## src/rtl/mem_xfer_ctrl.sv

```systemverilog
// mem_xfer_ctrl: block-transfer sequencer for the memory stage.
// Moves N words SRAM<->RF one per cycle with a bus-float cycle each side.
module mem_xfer_ctrl #(
  parameter int ADRX_W   = 11,
  parameter int RF_DEPTH = 32,
  parameter int CNT_W    = 6
) (
  input  logic                        clk,
  input  logic                        nRst,
  input  logic                        start,
  input  logic                        dir,
  input  logic [ADRX_W-1:0]           sramBase,
  input  logic [$clog2(RF_DEPTH)-1:0] rfBase,
  input  logic [CNT_W-1:0]            count,
  input  logic                        abort,
  output logic [ADRX_W-1:0]           sramAdrx,
  output logic                        sramNotOutEn,
  output logic                        sramRead,
  output logic [RF_DEPTH-1:0]         rfWriteAdrx,
  output logic [RF_DEPTH-1:0]         rfRdAdrx0,
  output logic                        rfWriteEn,
  output logic [1:0]                  dataMuxSel,
  output logic                        busy,
  output logic                        done
);

  localparam int RF_W = $clog2(RF_DEPTH);

  typedef enum logic [1:0] {
    IDLE,
    SETUP,
    XFER,
    TURN
  } state_t;

  state_t              state_q, state_d;
  logic                dir_q, dir_d;
  logic [ADRX_W-1:0]   s_adr_q, s_adr_d;
  logic [RF_W-1:0]     r_idx_q, r_idx_d;
  logic [CNT_W-1:0]    word_cnt_q, word_cnt_d;

  logic [ADRX_W-1:0]   sram_adrx_q, sram_adrx_d;
  logic                n_oe_q, n_oe_d;
  logic                sram_rd_q, sram_rd_d;
  logic [RF_DEPTH-1:0] wr_oh_q, wr_oh_d;
  logic [RF_DEPTH-1:0] rd_oh_q, rd_oh_d;
  logic                rf_we_q, rf_we_d;
  logic [1:0]          mux_sel_q, mux_sel_d;
  logic                busy_q, busy_d;
  logic                done_q, done_d;

  logic                present;
  logic [RF_DEPTH-1:0] idx_oh;

  assign idx_oh = RF_DEPTH'(1) << r_idx_q;

  // Next state, and the registered strobes for the word presented next cycle.
  // s_adr/r_idx point at the next word; word_cnt counts words not yet presented.
  always_comb begin
    state_d     = state_q;
    dir_d       = dir_q;
    s_adr_d     = s_adr_q;
    r_idx_d     = r_idx_q;
    word_cnt_d  = word_cnt_q;
    sram_adrx_d = sram_adrx_q;
    wr_oh_d     = wr_oh_q;
    rd_oh_d     = rd_oh_q;
    n_oe_d      = 1'b1;
    sram_rd_d   = 1'b1;
    rf_we_d     = 1'b0;
    mux_sel_d   = 2'd0;
    done_d      = 1'b0;
    present     = 1'b0;

    unique case (state_q)
      IDLE: begin
        if (start) begin
          state_d    = SETUP;
          dir_d      = dir;
          s_adr_d    = sramBase;
          r_idx_d    = rfBase;
          word_cnt_d = count;
        end
      end
      SETUP: begin
        if (word_cnt_q == '0 || abort) begin
          state_d = TURN;
        end else begin
          state_d = XFER;
          present = 1'b1;
        end
      end
      XFER: begin
        if (word_cnt_q == '0 || abort) begin
          state_d = TURN;
        end else begin
          present = 1'b1;
        end
      end
      TURN: begin
        state_d     = IDLE;
        done_d      = 1'b1;
        sram_adrx_d = '0;
        wr_oh_d     = RF_DEPTH'(1);
        rd_oh_d     = RF_DEPTH'(1);
      end
      default: begin
        state_d = IDLE;
      end
    endcase

    if (present) begin
      sram_adrx_d = s_adr_q;
      s_adr_d     = s_adr_q + ADRX_W'(1);
      word_cnt_d  = word_cnt_q - CNT_W'(1);
      if (r_idx_q == RF_W'(RF_DEPTH - 1)) begin
        r_idx_d = '0;
      end else begin
        r_idx_d = r_idx_q + RF_W'(1);
      end
      if (dir_q) begin
        sram_rd_d = 1'b0;
        mux_sel_d = 2'd3;
        rd_oh_d   = idx_oh;
      end else begin
        n_oe_d  = 1'b0;
        rf_we_d = 1'b1;
        wr_oh_d = idx_oh;
      end
    end

    busy_d = (state_d != IDLE);
  end

  // State and output registers; reset forces the bus-safe values at once.
  always_ff @(posedge clk or negedge nRst) begin
    if (!nRst) begin
      state_q     <= IDLE;
      dir_q       <= 1'b0;
      s_adr_q     <= '0;
      r_idx_q     <= '0;
      word_cnt_q  <= '0;
      sram_adrx_q <= '0;
      n_oe_q      <= 1'b1;
      sram_rd_q   <= 1'b1;
      wr_oh_q     <= RF_DEPTH'(1);
      rd_oh_q     <= RF_DEPTH'(1);
      rf_we_q     <= 1'b0;
      mux_sel_q   <= 2'd0;
      busy_q      <= 1'b0;
      done_q      <= 1'b0;
    end else begin
      state_q     <= state_d;
      dir_q       <= dir_d;
      s_adr_q     <= s_adr_d;
      r_idx_q     <= r_idx_d;
      word_cnt_q  <= word_cnt_d;
      sram_adrx_q <= sram_adrx_d;
      n_oe_q      <= n_oe_d;
      sram_rd_q   <= sram_rd_d;
      wr_oh_q     <= wr_oh_d;
      rd_oh_q     <= rd_oh_d;
      rf_we_q     <= rf_we_d;
      mux_sel_q   <= mux_sel_d;
      busy_q      <= busy_d;
      done_q      <= done_d;
    end
  end

  assign sramAdrx     = sram_adrx_q;
  assign sramNotOutEn = n_oe_q;
  assign sramRead     = sram_rd_q;
  assign rfWriteAdrx  = wr_oh_q;
  assign rfRdAdrx0    = rd_oh_q;
  assign rfWriteEn    = rf_we_q;
  assign dataMuxSel   = mux_sel_q;
  assign busy         = busy_q;
  assign done         = done_q;

endmodule

```

## config.mk

```make
export PLATFORM = sky130hd
export DESIGN_NAME = mem_xfer_ctrl
export DESIGN_NICKNAME = d
export VERILOG_FILES = /design/src/rtl/mem_xfer_ctrl.sv
export SDC_FILE = /design/constraint.sdc
export NUM_CORES = 1
export LEC_CHECK = 0
export CORE_MARGIN = 4
export CORE_UTILIZATION = 40
export DETAILED_ROUTE_END_ITERATION = 6
export GPL_ROUTABILITY_DRIVEN = 1
export PLACE_DENSITY_LB_ADDON = 0.15
export SLEW_MARGIN = 10
export SYNTH_ARGS = -nofsm -noshare
export SYNTH_HDL_FRONTEND = slang
export SYNTH_SLANG_ARGS = --single-unit
```

## constraint.sdc

```tcl
create_clock -name clk -period 3.75 [get_ports clk]
set_clock_uncertainty 0.2 [all_clocks]
set_input_delay 0.75 -clock clk [delete_from_list [all_inputs] [get_ports clk]]
set_output_delay 0.75 -clock clk [all_outputs]
set_load 0.02 [all_outputs]
```

Word level (Yosys, flattened, before mapping) --
Index checks and enable logic that the tools add are counted.
Word-level totals: bits in registers 107, input port bits 27, output and inout port bits 82, logic and storage cells 64
Cells by class: $add $sub $neg 3, eq/ne operators 4, shifts and indexed selects 1, multiplexer cells 32, reductions and logical operators 10
Operator list (number):
- $mux W32 | 6
- $mux W11 | 5
- $shl A1 B5 Y32 const A | 1
- $mux W5 | 4
- $mux W6 | 3
- $add A11 B1 Y11 const B | 1
- $mux W1 | 9
- $mux W2 | 4
- $pmux W2 S4 | 1
- $reduce_bool A2 Y1 | 4
- $logic_not A6 Y1 | 1
- $sub A6 B1 Y6 const B | 1
- $add A5 B1 Y5 const B | 1
- $eq A5 B5 Y1 const B | 1
- $eq A2 B2 Y1 const B | 2
- $reduce_and A2 Y1 | 2
- $eq A2 B1 Y1 const B | 1
- $logic_not A2 Y1 | 1
- $reduce_or A2 Y1 | 1
- $logic_or A1 B1 Y1 | 1

Longest topological paths before layout --
Gate-level depths: netlist of run 1.
word-level depth 6, depth in mapped cells 8, gate-level depth less buffers 6

Least setup slack after synthesis of run 1 --
Ideal clock, no wire load.
kind reg-to-reg, start register state_q[0], end register s_adr_q[7], setup time 0.123 ns, arrival 1.871 ns, data required time 3.427 ns, path slack 1.557 ns, cell stages (with the launch flop) 9, buffers on the path 2, clock period less this slack 2.193 ns, cell sequence dfrtp_1 -> inv_1 -> ha_1 -> nor2b_1 -> o21a_1 -> buf_6 -> clkbuf_1 -> nand4_1 -> o221a_2
On the way: cells in the longest elaborated chain, start to end 5, elaborated cells on any way between the ends 9, classes of those cells eq/ne (2); mux (2); reduce/logical (5)
Ends and longest elaborated chain:
- start, declared | line 36 | state_t state_q, state_d;
- start signal, assigned | line 153 | state_q <= state_d;
- $eq A2 B2 Y1 / $eq A2 B1 Y1 (equally long branches) | line 75 | unique case (state_q)
- $reduce_or A2 Y1 (no source line)
- $mux W1
- $reduce_bool A2 Y1 (no source line)
- $reduce_and A2 Y1 (no source line)
- end signal, assigned | line 155 | s_adr_q <= s_adr_d;
- end, declared | line 38 | logic [ADRX_W-1:0] s_adr_q, s_adr_d;
Several ways; a longest one is shown, not always the timed one. A chain may end at the register's enable or synchronous reset.

Worst setup path in the final report of run 1 --
start register word_cnt_q[4], end register word_cnt_q[4]
On the way: cells in the longest elaborated chain, start to end 6, elaborated cells on any way between the ends 9, classes of those cells add/sub (1); mux (3); reduce/logical (5)
Ends and longest elaborated chain:
- start, declared | line 40 | logic [CNT_W-1:0] word_cnt_q, word_cnt_d;
- start signal, assigned | line 157 | word_cnt_q <= word_cnt_d;
- $logic_not A6 Y1 | line 86, 94
- $logic_or A1 B1 Y1 | line 86, 94
- $mux W1 | line 86, 94
- $mux W1
- $reduce_bool A2 Y1 (no source line)
- $reduce_and A2 Y1 (no source line)
Several ways; a longest one is shown, not always the timed one.

==> results of run 1 <==
-- power breakdown --
part	switching [uW]	leakage [uW]	internal, uW	total [uW]
sequential	288	0.00138	1470	1760
clock	439	0.000137	456	895
combinational	1190	0.00113	896	2080
total	1920	0.00265	2820	4740
-- state kept, by name, indices dropped and copies added, names as in the netlist --
name,cells
r_idx_q,5
word_cnt_q,6
done,1
rfWriteAdrx,32
sramAdrx,11
state_q,2
sramNotOutEn,1
rfRdAdrx0,32
dir_q,1
rfWriteEn,1
sramRead,1
dataMuxSel,1
busy,1
s_adr_q,11
-- area by class of cell --
cell class / instances / area, um2 / area share (%)
Clock buffer: 9 / 225.2 / 3.508
Sequential cell: 106 / 2658 / 41.40
Timing Repair Buffer: 115 / 1144 / 17.81
Tap cell: 168 / 210.2 / 3.274
Multi-Input combinational cell: 327 / 2083 / 32.45
Inverter: 12 / 45.04 / 0.7016
Clock inverter: 7 / 55.05 / 0.8575
-- worst max path at each step --
stage               slack [ns]            end  cells past startpoint
finish                    1.10  word_cnt_q[4]                      4
global route              0.91     s_adr_q[4]                      8
CTS                       1.07  word_cnt_q[4]                      4
detailed placement        0.75     s_adr_q[3]                      7
global placement          0.85     s_adr_q[5]                      7
floorplan                 1.56     s_adr_q[7]                      8
-- per-layer routing --
metal	vias up	track usage, %
met5	-	0
met4	0	4.080
met2	108	28.22
met1	1887	24.51
li1	1891	-
met3	10	4.748
-- through the flow --
stage               worst slack, ns  instances  total power [uW]  utilization (%)
finish                        1.099        744              4738            53.23
global route                 0.9113        744              5091            53.23
CTS                           1.075        744              4797            53.23
detailed placement           0.7451        728              3886            50.90
global placement             0.8488        728              3827            50.90
floorplan                     1.557        483              3136                -
-- Yosys cell counts, types with 3 or more instances --
library cell  number  share of area, %
nor2_1            14               1.1
nand2_1           49               3.7
nand3_1           23               2.3
and3_1             6              0.76
buf_2             14               1.4
clkbuf_1          20               1.5
a221o_1            3              0.61
o221a_2            7               1.6
or3_1              4              0.50
nor3_1             6              0.61
inv_1             12              0.91
a31oi_1            3              0.38
o21ai_0           73               7.4
nor2b_1            6              0.76
ha_1              14               3.5
a211oi_1           5              0.76
mux2i_1           11               2.2
dfrtp_1          102                51
nand3b_1          75                11
dfstp_2            4               2.1
a21oi_1            3              0.30
-- kinds of logic (layout without fill, tap and decap cells) --
| family | after synthesis | count (layout) |
|---|---|---|
| AO/OA/AOI/OAI | 105 | 105 |
| adder cells (fa/ha/maj) | 14 | 14 |
| buffers and inverters | 50 | 143 |
| flip-flops | 106 | 106 |
| multiplexers | 14 | 14 |
| AND/OR/NAND/NOR | 194 | 194 |
==> impl_results.html, run 1 <==
<table>
<tr><th>Metric</th><th>Value</th></tr>
<tr><th colspan="2">Yosys</th></tr>
<tr><td>Area fraction in and, or, nand and nor cells after synthesis</td><td>22.61%</td></tr>
<tr><td>Multiplexer share of the synthesized area</td><td>2.978%</td></tr>
<tr><td>Sequential-to-total area share from yosys stat</td><td>53.60%</td></tr>
<tr><td>Dominant combinational cell family by area after synthesis</td><td>simple AND/OR/NAND/NOR gates</td></tr>
<tr><td>Proportion of synthesized flip-flops having asynchronous set or reset</td><td>100.0%</td></tr>
<tr><td>Synth unique cells</td><td>43</td></tr>
<tr><td>Xor/xnor cell area share of the yosys netlist</td><td>0%</td></tr>
<tr><td>Summed instance area of the synthesized netlist</td><td>4959 um2</td></tr>
<tr><td>Per-instance average area after synthesis</td><td>10.27 um2</td></tr>
<tr><td>Synthesized instance count</td><td>483</td></tr>
<tr><td>Yosys warns</td><td>0</td></tr>
<tr><td>Number of enable flip-flop cells after synthesis</td><td>0</td></tr>
<tr><td>Complex-gate fraction of the synthesized area</td><td>12.84%</td></tr>
<tr><td>Fraction of the mapped netlist area in adder cells</td><td>3.533%</td></tr>
<tr><td>Synthesized flop and latch total</td><td>106</td></tr>
<tr><td>Predominant post-synthesis flop cell</td><td>dfrtp_1</td></tr>
<tr><td>Post-synth net total</td><td>524</td></tr>
<tr><th colspan="2">Critical path</th></tr>
<tr><td>CP max stage delay</td><td>0.67 ns</td></tr>
<tr><td>Launching point of the worst reg2reg path</td><td>word_cnt_q[4]</td></tr>
<tr><td>Worst r2r path cells</td><td>4</td></tr>
<tr><td>Critical path capture point type</td><td>flop</td></tr>
<tr><td>Worst setup path startpoint</td><td>word_cnt_q[4]</td></tr>
<tr><td>Category of the critical setup timing path</td><td>reg -&gt; reg</td></tr>
<tr><td>Category of cells accounting for the largest share of critical-path delay</td><td>compound AO/OA/AOI/OAI gates</td></tr>
<tr><td>Critical path's slowest cell</td><td>o21ai_2</td></tr>
<tr><td>List of cells traversed by the critical path</td><td>or3_1, o21ai_2, nand2_1, o221a_2</td></tr>
<tr><td>Highest fanout seen on the critical path</td><td>17</td></tr>
<tr><td>Worst endpoint data arrival time</td><td>2.69 ns</td></tr>
<tr><td>Startpoint type of the worst setup path</td><td>flop</td></tr>
<tr><td>Worst path required time</td><td>3.79 ns</td></tr>
<tr><td>Worst R2R End</td><td>word_cnt_q[4]</td></tr>
<tr><td>Combined buffer and inverter count along the critical path</td><td>0</td></tr>
<tr><td>R2R Setup Slk</td><td>1.10 ns</td></tr>
<tr><th colspan="2">Cells and area</th></tr>
<tr><td>Most common cell after layout, fill and taps aside</td><td>clkdlybuf4s50_1</td></tr>
<tr><td>Final standard cell area without fillers</td><td>6420 um2</td></tr>
<tr><td>Most frequent cells in the layout</td><td>107 x clkdlybuf4s50_1, 102 x dfrtp_1, 75 x nand3b_1, 73 x o21ai_0, 49 x nand2_1</td></tr>
<tr><td>Share of final-layout standard cells stronger than drive strength 1</td><td>6.944%</td></tr>
<tr><td>Syn-to-layout area delta</td><td>29.47%</td></tr>
<tr><td>Antenna cells</td><td>0</td></tr>
<tr><td>Fin nets</td><td>612</td></tr>
<tr><td>Fillers</td><td>1129</td></tr>
<tr><th colspan="2">Global routing</th></tr>
<tr><td>Maximum number of pins on one net before global-route repair</td><td>77</td></tr>
<tr><td>Residual overflow from global routing</td><td>0</td></tr>
<tr><td>First-pass GRT wire length</td><td>20.53 mm</td></tr>
<tr><td>Via count of the first global-routing pass</td><td>3877</td></tr>
<tr><td>Number of antenna violations at the first check in global routing</td><td>0</td></tr>
<tr><td>GRT Util Overall</td><td>17.80%</td></tr>
<tr><th colspan="2">STA</th></tr>
<tr><td>Worst slew slack as a fraction of its limit</td><td>27.38%</td></tr>
<tr><td>Final-report max-slew violation count</td><td>0</td></tr>
<tr><td>Max Clk Rate</td><td>377.2 MHz</td></tr>
<tr><td>Final worst path period share</td><td>70.69%</td></tr>
<tr><td>Setup Total Neg Slack</td><td>0 ns</td></tr>
<tr><td>Final critical path time including I/O delays and setup</td><td>2.651 ns</td></tr>
<tr><td>Worst-Margin Slew</td><td>1.089 ns</td></tr>
<tr><td>Final hold slack</td><td>0.2647 ns</td></tr>
<tr><td>Setup repair after global routing missed its margin</td><td>no</td></tr>
<tr><td>Final Setup Violations</td><td>0</td></tr>
<tr><td>Number of hold violations in the final report</td><td>0</td></tr>
<tr><th colspan="2">Drt</th></tr>
<tr><td>Vias per cell</td><td>5.237</td></tr>
<tr><td>Drt drc</td><td>0</td></tr>
<tr><td>Routed WL</td><td>12.42 mm</td></tr>
<tr><td>Top routing layer in use</td><td>met4</td></tr>
<tr><td>Metal1 wirelength</td><td>5.810 mm</td></tr>
<tr><td>Average wire per standard cell</td><td>16.69 um</td></tr>
<tr><td>Number of nets with antenna violations after routing</td><td>0</td></tr>
<tr><td>First DRT Iteration DRCs</td><td>277</td></tr>
<tr><td>Total met2 wirelength after detailed routing</td><td>5.898 mm</td></tr>
<tr><td>Via count</td><td>3896</td></tr>
<tr><td>WL met3</td><td>576 um</td></tr>
<tr><td>Number of detailed-routing iterations run before antenna repair</td><td>4</td></tr>
<tr><th colspan="2">Clock tree</th></tr>
<tr><td>Post-CTS setup repair buffer count</td><td>0</td></tr>
<tr><td>Clock Root Buffer</td><td>clkbuf_16</td></tr>
<tr><td>Clock slew seen by the registers of the worst setup and hold paths</td><td>0.07 ns</td></tr>
<tr><td>TritonCTS clock tree</td><td>built</td></tr>
<tr><td>CTS Buffer Depth</td><td>2</td></tr>
<tr><td>Number of buffers created by CTS</td><td>9</td></tr>
<tr><td>Number of cells upsized or downsized after cts</td><td>0</td></tr>
<tr><td>Insertion delay of the later-clocked pin in the worst-skew pair</td><td>0.35 ns</td></tr>
<tr><td>Number of H-tree levels</td><td>3</td></tr>
<tr><td>Number of sinks driven by the clock tree</td><td>106</td></tr>
<tr><td>Total of hold buffers inserted after clock tree synthesis</td><td>0</td></tr>
<tr><th colspan="2">Floorplanning</th></tr>
<tr><td>Cell Rows</td><td>40</td></tr>
<tr><td>Total Die Area</td><td>14240 um2</td></tr>
<tr><td>Initial core utilization</td><td>41.11%</td></tr>
<tr><td>Vertical extent of the die</td><td>119.3 um</td></tr>
<tr><td>Boundary Pins</td><td>109</td></tr>
<tr><td>Horizontal die dimension</td><td>119.3 um</td></tr>
<tr><td>Core box area</td><td>12060 um2</td></tr>
<tr><th colspan="2">Placement</th></tr>
<tr><td># port buffers</td><td>108</td></tr>
<tr><td>Last weighted congestion value of the routability-driven placer</td><td>0.7587</td></tr>
<tr><td>Detailed-placement wirelength estimate</td><td>8.407 mm</td></tr>
<tr><td>Placed Instance Area</td><td>6140 um2</td></tr>
<tr><th colspan="2">Power and ir drop</th></tr>
<tr><td>Power density relative to cell area</td><td>738.0 nW/um2</td></tr>
<tr><td>Largest vdd supply drop</td><td>389.5 uV</td></tr>
<tr><td>Static leakage power</td><td>0.002653 uW</td></tr>
<tr><th colspan="2">Job</th></tr>
<tr><td>Max-cap violations</td><td>0</td></tr>
<tr><th colspan="2">Run status</th></tr>
<tr><td>Result of the run</td><td>complete, no violations</td></tr>
<tr><th colspan="2">Worst hold path</th></tr>
<tr><td>Hold crit path type</td><td>in -&gt; async</td></tr>
</table>
(Power assumes the default switching activity.)
==> inputs of run 2 (changes only) <==
- clock period: 3.75 -> 2.38 ns (I/O delays scaled with it)
==> impl_results.html, run 2 (synthesized netlist as in run 1, its figures left out) <==
<table>
<tr><th>Metric</th><th>Value</th></tr>
<tr><th colspan="2">Critical path</th></tr>
<tr><td>Worst endpoint data arrival time</td><td>2.28 ns</td></tr>
<tr><td>Critical path depth</td><td>7</td></tr>
<tr><td>Worst path required time</td><td>2.42 ns</td></tr>
<tr><td>Category of the critical setup timing path</td><td>reg -&gt; reg</td></tr>
<tr><td>List of cells traversed by the critical path</td><td>inv_1, ha_1, nor2b_1, buf_4, o21ai_2, nand2_1, o221a_2</td></tr>
<tr><td>Critical path's slowest cell</td><td>dfrtp_1</td></tr>
<tr><td>Worst r2r path cells</td><td>7</td></tr>
<tr><td>Combined buffer and inverter count along the critical path</td><td>2</td></tr>
<tr><td>Worst setup path startpoint</td><td>state_q[0]</td></tr>
<tr><td>Category of cells accounting for the largest share of critical-path delay</td><td>compound AO/OA/AOI/OAI gates</td></tr>
<tr><td>Highest fanout seen on the critical path</td><td>8</td></tr>
<tr><td>Startpoint type of the worst setup path</td><td>flop</td></tr>
<tr><td>Critical path capture point type</td><td>flop</td></tr>
<tr><td>CP max stage delay</td><td>0.42 ns</td></tr>
<tr><td>Launching point of the worst reg2reg path</td><td>state_q[0]</td></tr>
<tr><th colspan="2">Power and ir drop</th></tr>
<tr><td>Power density relative to cell area</td><td>1184 nW/um2</td></tr>
<tr><td>Total design power</td><td>7794 uW</td></tr>
<tr><td>Largest vdd supply drop</td><td>601.7 uV</td></tr>
<tr><td>Static leakage power</td><td>0.002737 uW</td></tr>
<tr><th colspan="2">STA</th></tr>
<tr><td>Final worst path period share</td><td>93.86%</td></tr>
<tr><td>Final Setup Violations</td><td>0</td></tr>
<tr><td>Worst-Margin Slew</td><td>0.7259 ns</td></tr>
<tr><td>Max Clk Rate</td><td>447.6 MHz</td></tr>
<tr><td>Setup Total Neg Slack</td><td>0 ns</td></tr>
<tr><td>Setup repair after global routing missed its margin</td><td>no</td></tr>
<tr><td>Worst slew slack as a fraction of its limit</td><td>51.61%</td></tr>
<tr><td>Number of hold violations in the final report</td><td>0</td></tr>
<tr><td>Final critical path time including I/O delays and setup</td><td>2.234 ns</td></tr>
<tr><td>Final-report max-slew violation count</td><td>0</td></tr>
<tr><td>Slack of the critical path</td><td>0.1461 ns</td></tr>
<tr><th colspan="2">Drt</th></tr>
<tr><td>Routed WL</td><td>12.52 mm</td></tr>
<tr><td>Drt drc</td><td>0</td></tr>
<tr><td>First DRT Iteration DRCs</td><td>329</td></tr>
<tr><td>Average wire per standard cell</td><td>16.63 um</td></tr>
<tr><td>Number of nets with antenna violations after routing</td><td>0</td></tr>
<tr><td>Vias per cell</td><td>5.232</td></tr>
<tr><td>Number of detailed-routing iterations run before antenna repair</td><td>5</td></tr>
<tr><td>Via count</td><td>3940</td></tr>
<tr><th colspan="2">Cells and area</th></tr>
<tr><td>Syn-to-layout area delta</td><td>32.78%</td></tr>
<tr><td>Share of the core filled with cells in the final layout</td><td>54.59%</td></tr>
<tr><td>Most frequent cells in the layout</td><td>107 x clkdlybuf4s50_1, 102 x dfrtp_1, 75 x nand3b_1, 73 x o21ai_0, 49 x nand2_1</td></tr>
<tr><td>Fin nets</td><td>621</td></tr>
<tr><td>Antenna cells</td><td>0</td></tr>
<tr><td>Fillers</td><td>1108</td></tr>
<tr><td>Share of final-layout standard cells stronger than drive strength 1</td><td>8.205%</td></tr>
<tr><td>Non-filler cells in the finished layout</td><td>753</td></tr>
<tr><td>Most common cell after layout, fill and taps aside</td><td>clkdlybuf4s50_1</td></tr>
<tr><th colspan="2">Global routing</th></tr>
<tr><td>Residual overflow from global routing</td><td>0</td></tr>
<tr><td>First-pass GRT wire length</td><td>20.60 mm</td></tr>
<tr><td>GRT Util Overall</td><td>17.90%</td></tr>
<tr><td>Via count of the first global-routing pass</td><td>3969</td></tr>
<tr><td>Maximum number of pins on one net before global-route repair</td><td>67</td></tr>
<tr><td>Number of antenna violations at the first check in global routing</td><td>0</td></tr>
<tr><th colspan="2">Floorplanning</th></tr>
<tr><td>Horizontal die dimension</td><td>119.3 um</td></tr>
<tr><td>Boundary Pins</td><td>109</td></tr>
<tr><td>Core box area</td><td>12060 um2</td></tr>
<tr><td>Total Die Area</td><td>14240 um2</td></tr>
<tr><td>Vertical extent of the die</td><td>119.3 um</td></tr>
<tr><td>Cell Rows</td><td>40</td></tr>
<tr><td>Initial core utilization</td><td>41.11%</td></tr>
<tr><th colspan="2">Clock tree</th></tr>
<tr><td>Number of cells upsized or downsized after cts</td><td>0</td></tr>
<tr><td>Total of hold buffers inserted after clock tree synthesis</td><td>1</td></tr>
<tr><td>CTS Buffer Depth</td><td>2</td></tr>
<tr><td>Post-CTS setup repair buffer count</td><td>0</td></tr>
<tr><td>Clock Root Buffer</td><td>clkbuf_16</td></tr>
<tr><td>Insertion delay of the later-clocked pin in the worst-skew pair</td><td>0.35 ns</td></tr>
<tr><td>Number of H-tree levels</td><td>3</td></tr>
<tr><td>TritonCTS clock tree</td><td>built</td></tr>
<tr><td>Number of buffers created by CTS</td><td>9</td></tr>
<tr><td>Number of sinks driven by the clock tree</td><td>106</td></tr>
<tr><td>Clock slew seen by the registers of the worst setup and hold paths</td><td>0.07 ns</td></tr>
<tr><th colspan="2">Placement</th></tr>
<tr><td># port buffers</td><td>108</td></tr>
<tr><td>Last weighted congestion value of the routability-driven placer</td><td>0.8262</td></tr>
<tr><td>Minimum setup slack after placement</td><td>0.05190 ns</td></tr>
<tr><td>Detailed-placement wirelength estimate</td><td>8.575 mm</td></tr>
<tr><td>Number of cells after detailed placement</td><td>736</td></tr>
<tr><th colspan="2">Job</th></tr>
<tr><td>Max-cap violations</td><td>0</td></tr>
<tr><th colspan="2">Run status</th></tr>
<tr><td>Result of the run</td><td>complete, no violations</td></tr>
<tr><th colspan="2">Worst hold path</th></tr>
<tr><td>Hold crit path type</td><td>in -&gt; async</td></tr>
</table>
[run 2: worst paths after layout]
| check | slack, ns | endpoint |
|---|---|---|
| max | 0.15 | s_adr_q[5] |
| min | 0.29 | rfRdAdrx0[9] |
| max reg2reg | 0.15 | s_adr_q[5] |
| min reg2reg | 0.31 | rfWriteAdrx[2] |
| max in group asynchronous | 1.17 | sramNotOutEn |
| min in group clk | 0.31 | rfWriteAdrx[2] |
[run 2: per-stage QoR]
stage	area [um2]	hold WS, ns
floorplan	4959	-0.01959
global placement	6262	0.1070
detailed placement	6262	0.1100
CTS	6584	0.2806
global route	6584	0.2964
finish	6584	0.2921
[run 2: where the power goes]
group / internal [uW] / switching (uW) / total (uW)
Sequential: 2320 / 466 / 2780
Clock: 857 / 681 / 1540
Combinational: 1550 / 1920 / 3470
[run 2: worst reg2reg max path: stages (launching register included)]
cell and delay [ns]:
dfrtp_1 0.42, inv_1 0.09, ha_1 0.32, nor2b_1 0.16, buf_4 0.15, o21ai_2 0.14
nand2_1 0.30, o221a_2 0.35
[run 2: metal layers]
metal  vias up  global-route usage (%)  wire, um
met5         -                       0         0
met4         0                   3.937       100
met3         7                   4.606       610
met2       113                   29.07      5988
met1      1914                   24.26      5823
li1       1906                       -         -
[run 2: cell type report]
type	instances	area [um2]	share of cell area, %
tap	168	210.2	3.193
multi-input combinational	327	2083	31.64
sequential	106	2658	40.36
inverter	12	45.04	0.6842
clock buffer	10	239.0	3.630
timing repair buffer	124	1276	19.38
clock inverter	6	72.57	1.102
